## src/rtl/cube_cpu_ctrl_pkg.sv

```systemverilog
// Shared definitions for the cube CPU: instruction fields, opcodes and
// controller states. The ALU decodes the same opcode values.
package cube_cpu_ctrl_pkg;

    localparam int INSTR_W = 16;
    localparam int OP_W    = 4;
    localparam int REG_W   = 3;
    localparam int IMM_W   = 8;
    localparam int DATA_W  = 8;

    localparam logic [OP_W-1:0] OP_NOP    = 4'h0;
    localparam logic [OP_W-1:0] OP_INC    = 4'h1;
    localparam logic [OP_W-1:0] OP_DEC    = 4'h2;
    localparam logic [OP_W-1:0] OP_CHECK  = 4'h3;
    localparam logic [OP_W-1:0] OP_LOAD   = 4'h4;
    localparam logic [OP_W-1:0] OP_STORE  = 4'h5;
    localparam logic [OP_W-1:0] OP_LI     = 4'h6;
    localparam logic [OP_W-1:0] OP_MOV    = 4'h7;
    localparam logic [OP_W-1:0] OP_RL_90  = 4'h8;
    localparam logic [OP_W-1:0] OP_UD_90  = 4'h9;
    localparam logic [OP_W-1:0] OP_FB_90  = 4'hA;
    localparam logic [OP_W-1:0] OP_RL_270 = 4'hB;
    localparam logic [OP_W-1:0] OP_UD_270 = 4'hC;
    localparam logic [OP_W-1:0] OP_FB_270 = 4'hD;
    localparam logic [OP_W-1:0] OP_JZ     = 4'hE;
    localparam logic [OP_W-1:0] OP_HALT   = 4'hF;

    // A zero instruction word decodes as NOP, so it is the safe IR reset value.
    localparam logic [INSTR_W-1:0] INSTR_NOP  = 16'h0000;
    localparam logic [INSTR_W-1:0] INSTR_HALT = 16'hF000;

    typedef enum logic [2:0] {
        ST_FETCH,
        ST_DECODE,
        ST_EXEC,
        ST_MEM,
        ST_HALT
    } state_t;

    // Rotations occupy the contiguous opcode range 8..D.
    function automatic logic is_rotation(input logic [OP_W-1:0] op);
        return (op >= OP_RL_90) && (op <= OP_FB_270);
    endfunction

    // Ops whose EXEC-cycle ALU result is written back to R[rd].
    function automatic logic writes_rd(input logic [OP_W-1:0] op);
        return (op == OP_INC) || (op == OP_DEC) || (op == OP_LI) ||
               (op == OP_MOV) || is_rotation(op);
    endfunction

endpackage

```

## src/rtl/cube_cpu_ctrl_regfile.sv

```systemverilog
// Register file for the cube CPU: NREG x DATA_W storage, two asynchronous
// read ports, one synchronous write port, asynchronous clear and an R[6] tap.
module cube_regfile
    import cube_cpu_ctrl_pkg::*;
#(
    parameter int NREG = 8
) (
    input  logic              clk,
    input  logic              rst_n,
    input  logic [REG_W-1:0]  raddr0,
    output logic [DATA_W-1:0] rdata0,
    input  logic [REG_W-1:0]  raddr1,
    output logic [DATA_W-1:0] rdata1,
    input  logic              we,
    input  logic [REG_W-1:0]  waddr,
    input  logic [DATA_W-1:0] wdata,
    output logic [DATA_W-1:0] reg6
);

    logic [DATA_W-1:0] regs [NREG];

    assign rdata0 = regs[raddr0];
    assign rdata1 = regs[raddr1];
    assign reg6   = regs[6];

    // Clear every register on reset; otherwise write one register per cycle.
    always_ff @(posedge clk or negedge rst_n) begin
        if (!rst_n) begin
            for (int i = 0; i < NREG; i++) begin
                regs[i] <= '0;
            end
        end else if (we) begin
            regs[waddr] <= wdata;
        end
    end

endmodule

```

## src/rtl/cube_cpu_ctrl.sv

```systemverilog
// Multi-cycle fetch/decode/execute controller for the cube CPU. Drives the
// external combinational ALU and routes every result, LOAD data included,
// through it before writeback. Owns the PC, IR, zero flag and memory ports.
module cube_cpu_ctrl
    import cube_cpu_ctrl_pkg::*;
#(
    parameter int IMEM_AW = 8,
    parameter int DMEM_AW = 8,
    parameter int NREG    = 8
) (
    input  logic               clk,
    input  logic               rst_n,
    output logic [IMEM_AW-1:0] imem_addr,
    input  logic [INSTR_W-1:0] imem_data,
    output logic [DMEM_AW-1:0] dmem_addr,
    output logic [DATA_W-1:0]  dmem_wdata,
    output logic               dmem_we,
    input  logic [DATA_W-1:0]  dmem_rdata,
    output logic [OP_W-1:0]    alu_op,
    output logic [DATA_W-1:0]  alu_in0,
    output logic [DATA_W-1:0]  alu_in1,
    input  logic [DATA_W-1:0]  alu_out,
    input  logic               alu_zf,
    output logic               halted,
    output logic [DATA_W-1:0]  reg6
);

    state_t             state;
    logic [IMEM_AW-1:0] pc;
    logic [INSTR_W-1:0] ir;
    logic               zf;

    logic [OP_W-1:0]    ir_op;
    logic [REG_W-1:0]   ir_rd;
    logic [REG_W-1:0]   ir_rs;
    logic [IMM_W-1:0]   ir_imm;
    logic [DATA_W-1:0]  rd_val;
    logic [DATA_W-1:0]  rs_val;
    logic               rf_we;
    logic               rot_invalid;
    logic [IMEM_AW-1:0] pc_inc;

    assign ir_op  = ir[15:12];
    assign ir_rd  = ir[11:9];
    assign ir_rs  = ir[8:6];
    assign ir_imm = ir[7:0];

    assign imem_addr = pc;
    assign pc_inc    = pc + IMEM_AW'(1);

    // Orientations 110 and 111 do not exist, so a rotation of such a value
    // leaves the register untouched.
    assign rot_invalid = is_rotation(ir_op) && (rd_val[2:0] >= 3'd6);

    assign rf_we = ((state == ST_EXEC) && writes_rd(ir_op) && !rot_invalid) ||
                   (state == ST_MEM);

    cube_regfile #(
        .NREG (NREG)
    ) u_regfile (
        .clk    (clk),
        .rst_n  (rst_n),
        .raddr0 (ir_rd),
        .rdata0 (rd_val),
        .raddr1 (ir_rs),
        .rdata1 (rs_val),
        .we     (rf_we),
        .waddr  (ir_rd),
        .wdata  (alu_out),
        .reg6   (reg6)
    );

    // ALU and data-memory drive; everything idles at zero outside EXEC/MEM.
    always_comb begin
        alu_op     = OP_NOP;
        alu_in0    = '0;
        alu_in1    = '0;
        dmem_addr  = '0;
        dmem_wdata = '0;
        dmem_we    = 1'b0;
        if (state == ST_EXEC) begin
            case (ir_op)
                OP_INC, OP_DEC, OP_RL_90, OP_UD_90, OP_FB_90,
                OP_RL_270, OP_UD_270, OP_FB_270: begin
                    alu_op  = ir_op;
                    alu_in0 = rd_val;
                end
                OP_MOV: begin
                    alu_op  = ir_op;
                    alu_in0 = rs_val;
                end
                OP_LI: begin
                    alu_op  = ir_op;
                    alu_in0 = ir_imm;
                end
                OP_CHECK: begin
                    alu_op  = ir_op;
                    alu_in0 = rd_val;
                    alu_in1 = rs_val;
                end
                OP_STORE: begin
                    alu_op     = ir_op;
                    alu_in0    = rd_val;
                    dmem_addr  = DMEM_AW'(ir_imm);
                    dmem_wdata = alu_out;
                    dmem_we    = 1'b1;
                end
                OP_LOAD: begin
                    dmem_addr = DMEM_AW'(ir_imm);
                end
                default: begin
                    alu_op = OP_NOP;
                end
            endcase
        end else if (state == ST_MEM) begin
            alu_op    = OP_LOAD;
            alu_in0   = dmem_rdata;
            dmem_addr = DMEM_AW'(ir_imm);
        end
    end

    // Instruction sequencing, PC, IR, zero flag and the halted indicator.
    always_ff @(posedge clk or negedge rst_n) begin
        if (!rst_n) begin
            state  <= ST_FETCH;
            pc     <= '0;
            ir     <= INSTR_NOP;
            zf     <= 1'b0;
            halted <= 1'b0;
        end else begin
            case (state)
                ST_FETCH: begin
                    state <= ST_DECODE;
                end
                ST_DECODE: begin
                    ir    <= imem_data;
                    state <= ST_EXEC;
                end
                ST_EXEC: begin
                    case (ir_op)
                        OP_HALT: begin
                            state  <= ST_HALT;
                            halted <= 1'b1;
                        end
                        OP_LOAD: begin
                            state <= ST_MEM;
                        end
                        OP_CHECK: begin
                            zf    <= alu_zf;
                            pc    <= pc_inc;
                            state <= ST_FETCH;
                        end
                        OP_JZ: begin
                            pc    <= zf ? IMEM_AW'(ir_imm) : pc_inc;
                            state <= ST_FETCH;
                        end
                        default: begin
                            pc    <= pc_inc;
                            state <= ST_FETCH;
                        end
                    endcase
                end
                ST_MEM: begin
                    pc    <= pc_inc;
                    state <= ST_FETCH;
                end
                ST_HALT: begin
                    state <= ST_HALT;
                end
                default: begin
                    state <= ST_FETCH;
                end
            endcase
        end
    end

endmodule

```

## config.mk

```make
export PLATFORM = sky130hd
export DESIGN_NAME = cube_cpu_ctrl
export DESIGN_NICKNAME = d
export VERILOG_FILES = /design/src/rtl/cube_cpu_ctrl_pkg.sv /design/src/rtl/cube_cpu_ctrl_regfile.sv /design/src/rtl/cube_cpu_ctrl.sv
export SDC_FILE = /design/constraint.sdc
export NUM_CORES = 1
export LEC_CHECK = 0
export CAP_MARGIN = 20
export CORE_AREA = 2 2 117 119
export DETAILED_ROUTE_END_ITERATION = 16
export DIE_AREA = 0 0 119 121
export GPL_TIMING_DRIVEN = 0
export HOLD_SLACK_MARGIN = 0.15
export PLACE_DENSITY = 0.67
export SLEW_MARGIN = 20
export SYNTH_ARGS = -nofsm -noshare
export SYNTH_HDL_FRONTEND = slang
export SYNTH_SLANG_ARGS = --single-unit
export TNS_END_PERCENT = 100
```

## constraint.sdc

```tcl
create_clock -name clk -period 7.2 [get_ports clk]
set_input_delay 1.8 -clock clk [delete_from_list [all_inputs] [get_ports clk]]
set_output_delay 1.8 -clock clk [all_outputs]
set_load 0.02 [all_outputs]
```

Word level (Yosys, flattened, before mapping):

Cells that the tools add are included.

* input bits: 35
* bits in registers: 93

* equal/unequal tests: 20
* bitwise gates (word level): 2
* $lt $le $gt $ge: 6
* add/sub/neg operators: 1
* muxes and demuxes: 29
* reduce and logical (&&, ||, !) cells: 20

Operators by type and width (count)
* $mux 8: 15
* $bwmux 64: 1
* $bmux 8 s3: 2
* $eq 4x4->1 const B: 8
* $pmux 8 s2: 2
* $demux 8 s3: 1
* $pmux 8 s3: 1
* $eq 4x3->1 const B: 4
* $ge 4x4->1 const B: 3
* $pmux 3 s4: 1
* $reduce_or 12->1: 1
* $reduce_or 10->1: 1
* $add 8x1->8 const B: 1
* $eq 4x2->1 const B: 2
* $mux 4: 2
* $not 3->4: 2
* $eq 3x2->1 const B: 2
* $pmux 3 s2: 1
* $reduce_and 2->1: 3
* $logic_and 1x1->1: 5
* $logic_or 1x1->1: 5
* $eq 4x1->1 const B: 1
* $le 4x4->1 const B: 1
* $lt 4x1->1 const B: 1
* other kinds (10): 12

Logic depth before layout (Yosys ltp):

Gate-level depths: netlist (run 1).

* depth after elaboration: 9
* gate-level depth with buffers: 8
* mapped depth without buffers: 5

Modules after synthesis:

From an unflattened synthesis (run 1), not the netlist that was laid out.

* cells, all modules: 424
* area, all modules: 5575.3 um2

Modules (own cells, without submodules)
* cube_regfile: times used 1, cells an instance 209, seq. area each 1601.5 um2, area each 3599.7 um2
* cube_cpu_ctrl: times used 1, cells an instance 215, seq. area each 725.7 um2, area each 1975.6 um2

Worst setup path after synthesis (run 1):

OpenSTA, ideal clock, no wires.

* path type: in2out
* start: input dmem_rdata[4]
* end: output alu_in0[4]
* data required time: 5.400 ns
* path buffers: 0
* cell stages on the path: 2
* setup slack: 3.015 ns
* arrival time: 2.385 ns
* path through: o221ai_1 > o21ai_0

* cells in the longest elaborated chain, start to end: 2

RTL lines
* from (decl): line cube_cpu_ctrl.sv:18 `input logic [DATA_W-1:0] dmem_rdata,`
* $mux 8: line cube_cpu_ctrl.sv:115 `end else if (state == ST_MEM) begin`
* $mux 8: line cube_cpu_ctrl.sv:81 `if (state == ST_EXEC) begin`
* to (decl): line cube_cpu_ctrl.sv:20 `output logic [DATA_W-1:0] alu_in0,`

Every way passes these cells.

Final worst setup path (run 1):

* start: register ir[11]
* end: output alu_in0[3]

* cells in the longest elaborated chain, start to end: 6

RTL lines
* from (decl): line cube_cpu_ctrl.sv:30 `logic [INSTR_W-1:0] ir;`
* from (signal assigned): line cube_cpu_ctrl.sv:136 `ir <= imem_data;`
* $not 3->4 (not written as such): line cube_cpu_ctrl_regfile.sv:22 `assign rdata0 = regs[raddr0];`
* $bmux 8 s3: line cube_cpu_ctrl_regfile.sv:22
* $mux 8 (not written as such) (2 in series): line cube_cpu_ctrl_regfile.sv:22
* $pmux 8 s3: line cube_cpu_ctrl.sv:82 `case (ir_op)`
* $mux 8: line cube_cpu_ctrl.sv:81

Every way passes these cells. The select of a mux whose other input is x is not followed.

==> impl_metrics.yaml, run 1 <==
floorplanning:
  std_cell_rows: 42
  floorplan.die.width_um: 119
  die_ht_um: 121
  die_area_um2: 14400
  pin_count: 89
  initial_core_util: 0.4413
  fp.coreArea_um2: 13090
clock_network:
  tritoncts.num_buffers: 9
  clock_sink_count: 93
  cts.reportedPaths.clkPinSlew_ps: 60
  ctsHtreeMaxLevel: 3
  clock_insertion_delay_worst_skew_ps: 350
  cts-root-buf: "sky130_fd_sc_hd__clkbuf_16"
  cts_repair_resize_count: 0
  cts_setup_buffers: 0
  tritoncts: "built"
  clock_path_buffers: 2
  holdBufCountCts: 0
routing:
  dr_wl_met3_mm: 2.696
  drt_wl_total_mm: 20.59
  route.layer.met1.wl_mm: 8.028
  post-route-drc-count: 0
  met2WireLength_mm: 9.092
  topRoutingLayerUsed: "met4"
  drt_iter0_drc: 890
  routed_wire_length_per_instance_um: 25.05
  drt.antenna.violating_nets: 0
  detailedRoute.firstPassIterationCount: 5
  detail_route.vias_per_cell: 6.710
  vias: 5516
timing:
  max-slew-margin-rel: 0.2181
  worst_tran_pin_value_ps: 1164
  min_period_ps: 5703
  fin_setup_tns_ps: 0
  grt_setup_unrepaired: "false"
  max_freq_mhz: 175.3
  final_max_slew_viol_count: 0
  min_period_over_period: 0.7921
  timing.clock.skew_ps: 7.337
  timing_hold_violations_final: 0
  number_of_setup_violations_in_the_final_report: 0
  final.hold.worst_slack_ps: 519.4
synthesis:
  synthMostInstantiatedCell: "sky130_fd_sc_hd__dfrtp_1"
  netlist_top_cells_area: "sky130_fd_sc_hd__dfrtp_1, sky130_fd_sc_hd__a221o_1, sky130_fd_sc_hd__mux4_2"
  synth_nets: 579
  yosysTopAreaCellShare: 0.4030
  ys_top_cells_by_count: "sky130_fd_sc_hd__dfrtp_1, sky130_fd_sc_hd__and3_1, sky130_fd_sc_hd__a221o_1, sky130_fd_sc_hd__clkbuf_1, sky130_fd_sc_hd__mux4_2"
  async_reset_ff_frac: 1.000
  synth_area_leader_cell: "sky130_fd_sc_hd__dfrtp_1"
  synth.ff_latch_count: 93
  netlist_area_um2: 5774
  yosys_warnings: 0
  dominantRegCellSynth: "sky130_fd_sc_hd__dfrtp_1"
  netlist-cell-type-count: 54
  syn_avg_cell_area_um2: 10.63
  synth_enable_flop_cells: 0
  synth.yosys.seq_area_share: 0.4030
  postSynthCellCount: 543
critical_path:
  worstPathRequired_ps: 5400
  crit-reg2reg-capture: "u_regfile.regs[40]"
  worst_setup_path_endpoint: "alu_in0[3]"
  reg2regPathDepth: 5
  timing.critical_path.fanout_max: 10
  timing.reg2reg.setup_slack_ps: 3910
  critPathKind: "reg2out"
  reg2reg_from: "ir[10]"
  cp-end-kind: "primary output"
  cp_data_arrival_time_ps: 3900
  setup.worst_path.start_class: "flop"
  timing_startpoint_of_the_critical_path: "ir[11]"
cells_and_area:
  finish.net_count: 679
  stdcell_count: 822
  layout-drive-gt1-share: 0.1238
  area_growth_syn_to_layout_pct: 24.29
  num-fill-cells: 1134
  insertedDiodeCount: 0
  finalCoreUtilization: 0.5485
grt:
  antenna_violations_before_repair: 0
  grt_pass1_vias: 5337
  wire_length_of_the_first_global_routing_pass_mm: 31.80
  grt_max_degree: 60
  globalRouteOverflowTotal: 0
  globalRouteTotalUtil: 0.2941
pwr:
  power.sequential.fraction: 0.292
  vdd_drop_max_mv: 0.1825
  net-switching-power_w: 0.001564
  comb_power_share: 0.578
  sw_frac_of_total: 0.4504
  cellInternalPower_w: 0.001909
  clock_network_power_share: 0.130
  cell_area_power_density_nw_per_um2: 484.0
  power.leakage_nw: 3.108
flow_run:
  drv.max_cap_violation_count: 0
placement:
  detailed_place_hpwl_mm: 14.30
  io_buffers: 88
  gpl.final_weighted_congestion: 0.9327
  post-place-cells: 808
hold_path:
  worstHoldPathType: "reg2reg"
status:
  run_status: "completed"
-- kinds of logic (layout without fill, tap and decap cells) --
logic type,Yosys count,after routing,synth area share
fa+ha+maj,1,1,0.002167
compound gates,147,147,0.2108
buf+inv,63,166,0.05005
simple gates,181,181,0.1779
mux,58,58,0.1560
flops,93,93,0.4030
-- per-layer routing --
layer,vias up,track usage
met4,0,0.1339
met1,2678,0.3915
met2,430,0.4335
met3,60,0.1010
met5,-,0
li1,2348,-
-- critical path, cell delays in order (launching register included) --
cell and delay (ps):
sky130_fd_sc_hd__dfrtp_1 450, sky130_fd_sc_hd__clkbuf_1 430, sky130_fd_sc_hd__nand2_1 260, sky130_fd_sc_hd__nor2_1 750, sky130_fd_sc_hd__clkbuf_1 620, sky130_fd_sc_hd__a211oi_1 160, sky130_fd_sc_hd__nand4_1 150, sky130_fd_sc_hd__o311ai_0 150
sky130_fd_sc_hd__clkdlybuf4s50_1 580
-- registers in the layout (all words and copies together), names as in the netlist --
| name | flops |
|---|---|
| u_regfile.regs | 56 |
| ir | 16 |
| imem_addr | 8 |
| u_regfile.reg6 | 8 |
| state | 3 |
| halted | 1 |
| zf | 1 |
-- layout make-up --
type	count	area [um^2]	share of cell area
clock buffer	13	260.3	0.03626
timing repair buffer	89	909.6	0.1267
inverter	5	18.77	0.002615
sequential	93	2327	0.3243
buffer	58	270.3	0.03766
tap	176	220.2	0.03068
clock inverter	1	7.507	0.001046
multi-input combinational	387	3163	0.4407
-- how the worst min path moves through the flow --
stage | startpoint | to | slack (ps) | depth (start not counted)
2_1_floorplan | zf | zf | 480 | 1
3_3_place_gp | halted | halted | 470 | 1
3_5_place_dp | halted | halted | 500 | 1
4_1_cts | halted | halted | 520 | 1
5_1_grt | halted | halted | 540 | 1
6_report | halted | halted | 520 | 1
-- stage by stage --
step	total power [W]	instance area, um^2	setup WS [ps]
3_3_place_gp	0.002933	6875	811.5
3_5_place_dp	0.002973	6909	1965
5_1_grt	0.003651	7177	1345
2_1_floorplan	0.002248	5774	3015
6_report	0.003474	7177	1497
4_1_cts	0.003430	7177	1576
-- layout by cell type (no fill, tap or decap), types with 9 or more instances in the layout --
cell / instances
sky130_fd_sc_hd__a21oi_1: 16
sky130_fd_sc_hd__clkbuf_1: 41
sky130_fd_sc_hd__mux2_2: 16
sky130_fd_sc_hd__nor3_1: 9
sky130_fd_sc_hd__and2_1: 20
sky130_fd_sc_hd__mux4_2: 24
sky130_fd_sc_hd__mux2i_1: 18
sky130_fd_sc_hd__o21ai_0: 23
sky130_fd_sc_hd__nor2_1: 23
sky130_fd_sc_hd__dfrtp_1: 93
sky130_fd_sc_hd__and3_1: 75
sky130_fd_sc_hd__clkbuf_16: 9
sky130_fd_sc_hd__nand2_1: 18
sky130_fd_sc_hd__a221o_1: 66
sky130_fd_sc_hd__clkdlybuf4s50_1: 87
-- power groups by stage --
stage / sequential, W / combinational (W) / clock (W)
floorplan: 0.000944 / 0.00130 / 0
global placement: 0.000996 / 0.00194 / 0
detailed placement: 0.00101 / 0.00196 / 0
CTS: 0.00100 / 0.00197 / 0.000455
global route: 0.00104 / 0.00214 / 0.000476
finish: 0.00101 / 0.00201 / 0.000451
No activity file was read; power rests on OpenSTA's default activity.
==> run 2, diff against run 1 <==
==> constraint.sdc (replaced) <==
create_clock -name clk -period 5.7 [get_ports clk]
set_input_delay 1.425 -clock clk [delete_from_list [all_inputs] [get_ports clk]]
set_output_delay 1.425 -clock clk [all_outputs]
set_load 0.02 [all_outputs]
==> results of run 2 <==
Same layout as run 1 (identical final DEF). Status: completed.
Among the figures that moved: setup slack after placement 1965 ps -> 840.2 ps; setup slack after layout 1497 ps -> 371.8 ps; register-to-register setup slack 3910 ps -> 2410 ps; total power 0.003474 W -> 0.004388 W; worst IR drop on VDD 0.1825 mV -> 0.2306 mV
==> run 3, diff against run 2 <==
--- a/config.mk
+++ b/config.mk
@@ -9,7 +9,6 @@
 export CORE_AREA = 2 2 117 119
 export DETAILED_ROUTE_END_ITERATION = 16
 export DIE_AREA = 0 0 119 121
-export GPL_TIMING_DRIVEN = 0
 export HOLD_SLACK_MARGIN = 0.15
 export PLACE_DENSITY = 0.67
 export SLEW_MARGIN = 20
==> impl_metrics.yaml, run 3 (synthesized netlist as in run 1, its figures left out) <==
timing:
  timing.clock.skew_ps: 9.620
  final.hold.worst_slack_ps: 500.4
  max_freq_mhz: 216.8
  max-slew-margin-rel: 0.1908
  final.setup.worst_slack_ps: 1089
  number_of_setup_violations_in_the_final_report: 0
  grt_setup_unrepaired: "false"
  final_max_slew_viol_count: 0
  fin_setup_tns_ps: 0
  min_period_ps: 4612
  timing_hold_violations_final: 0
  worst_tran_pin_value_ps: 1209
  min_period_over_period: 0.8090
cells_and_area:
  top_flop_regs: "u_regfile.regs: 56 flops, ir: 16 flops"
  area_growth_syn_to_layout_pct: 21.63
  insertedDiodeCount: 0
  finish.net_count: 635
  most-common-layout-cells: "sky130_fd_sc_hd__dfrtp_1, sky130_fd_sc_hd__clkdlybuf4s50_1, sky130_fd_sc_hd__and3_1"
  final_common_cell: "sky130_fd_sc_hd__dfrtp_1"
  largest_register_ffs: 56
  max_flop_register: "u_regfile.regs"
  layout-drive-gt1-share: 0.1391
  num-fill-cells: 1126
routing:
  vias: 5136
  met2WireLength_mm: 8.241
  topRoutingLayerUsed: "met4"
  drt.antenna.violating_nets: 0
  post-route-drc-count: 0
  drt_wl_total_mm: 18.41
  detailedRoute.firstPassIterationCount: 5
  routed_wire_length_per_instance_um: 23.60
  drt_iter0_drc: 610
  dr_wl_met3_mm: 1.661
  detail_route.vias_per_cell: 6.585
  route.layer.met1.wl_mm: 7.942
critical_path:
  crit-reg2reg-capture: "u_regfile.regs[41]"
  cp_data_arrival_time_ps: 3190
  critPathKind: "reg2out"
  timing.reg2reg.setup_slack_ps: 2010
  reg2reg_from: "ir[9]"
  reg2regPathDepth: 5
  worstPathRequired_ps: 4280
  timing.critical_path.fanout_max: 11
  cp-end-kind: "primary output"
  setup.worst_path.start_class: "flop"
clock_network:
  tritoncts: "built"
  tritoncts.num_buffers: 9
  holdBufCountCts: 0
  clock_path_buffers: 2
  cts_repair_resize_count: 0
  clock_sink_count: 93
  cts_setup_buffers: 0
  clock_insertion_delay_worst_skew_ps: 350
  cts-root-buf: "sky130_fd_sc_hd__clkbuf_16"
  cts.reportedPaths.clkPinSlew_ps: 70
  ctsHtreeMaxLevel: 3
pwr:
  clock_network_power_share: 0.142
  power.leakage_nw: 3.052
  vdd_drop_max_mv: 0.2024
  cellInternalPower_w: 0.002382
  net-switching-power_w: 0.001884
  comb_power_share: 0.527
  cell_area_power_density_nw_per_um2: 607.4
  sw_frac_of_total: 0.4416
  power.sequential.fraction: 0.331
hold_path:
  worstHoldStart: "halted"
  worstHoldPathType: "reg2reg"
  cell_count_of_the_worst_hold_path: 1
  min_delay_worst_endpoint: "halted"
grt:
  globalRouteOverflowTotal: 0
  grt_max_degree: 73
  grt_pass1_vias: 4836
  antenna_violations_before_repair: 0
  globalRouteTotalUtil: 0.2598
  wire_length_of_the_first_global_routing_pass_mm: 28.36
floorplanning:
  die_ht_um: 121
  std_cell_rows: 42
  die_area_um2: 14400
  pin_count: 89
  fp.coreArea_um2: 13090
  floorplan.die.width_um: 119
  initial_core_util: 0.4413
placement:
  io_buffers: 88
  detailed_place_hpwl_mm: 12.37
  dp_worst_setup_slack_ps: 1374
  gpl.final_weighted_congestion: 0.9359
status:
  run_status: "completed"
flow_run:
  drv.max_cap_violation_count: 0
-- run 3: changes by cell type in the layout (fill, tap and decap cells not counted), moves of 2 or more --
cell                       before  now
sky130_fd_sc_hd__buf_2          6    0
sky130_fd_sc_hd__clkbuf_8       2    0
sky130_fd_sc_hd__buf_4          8   16
sky130_fd_sc_hd__clkbuf_1      41    1
sky130_fd_sc_hd__buf_1          3    0
sky130_fd_sc_hd__clkinv_2       0    2
sky130_fd_sc_hd__buf_6          3    0
-- run 3: final cells by class --
type / count / area, um^2 / area share
Inverter: 5 / 18.77 / 0.002672
Timing Repair Buffer: 103 / 991.0 / 0.1411
Clock inverter: 6 / 63.81 / 0.009086
Multi-Input combinational cell: 387 / 3173 / 0.4518
Sequential cell: 93 / 2327 / 0.3314
Clock buffer: 10 / 229.0 / 0.03260
Tap cell: 176 / 220.2 / 0.03136
-- run 3: power by group through the flow --
stage / sequential, W / combinational [W] / clock, W
2_1_floorplan: 0.00119 / 0.00165 / 0
3_3_place_gp: 0.00140 / 0.00217 / 0
3_5_place_dp: 0.00142 / 0.00221 / 0
4_1_cts: 0.00140 / 0.00222 / 0.000614
5_1_grt: 0.00145 / 0.00240 / 0.000639
6_report: 0.00141 / 0.00225 / 0.000604
-- run 3: worst max-delay path by stage --
stage | slack, ps | to | depth (start not counted) | start
floorplan | 2260 | alu_in0[4] | 6 | ir[10]
global placement | 1380 | alu_in0[3] | 6 | dmem_rdata[3]
detailed placement | 1370 | alu_in0[4] | 4 | dmem_rdata[4]
CTS | 1020 | alu_in0[1] | 6 | ir[9]
global route | 980 | alu_in0[1] | 6 | ir[9]
finish | 1090 | alu_in0[1] | 6 | ir[9]
-- run 3: through the flow --
stage / cell area (um^2) / util / total power (W) / instances
2_1_floorplan: 5774 / - / 0.002839 / 543
3_3_place_gp: 6728 / 0.5142 / 0.003567 / 764
3_5_place_dp: 6730 / 0.5143 / 0.003630 / 764
4_1_cts: 7023 / 0.5367 / 0.004241 / 780
5_1_grt: 7023 / 0.5367 / 0.004485 / 780
6_report: 7023 / 0.5367 / 0.004266 / 780
-- run 3: critical path: stages, from the launching register on --
cell,delay (ps)
sky130_fd_sc_hd__dfrtp_1,810
sky130_fd_sc_hd__mux4_2,590
sky130_fd_sc_hd__mux2i_1,400
sky130_fd_sc_hd__o22ai_1,130
sky130_fd_sc_hd__a21o_1,180
sky130_fd_sc_hd__a22o_1,190
sky130_fd_sc_hd__clkdlybuf4s50_1,530
-- run 3: per-layer routing --
metal  GRT usage  vias up
met5           0        -
met4      0.1116        0
met3     0.05686       45
met2      0.3969      309
met1      0.3579     2523
li1            -     2259
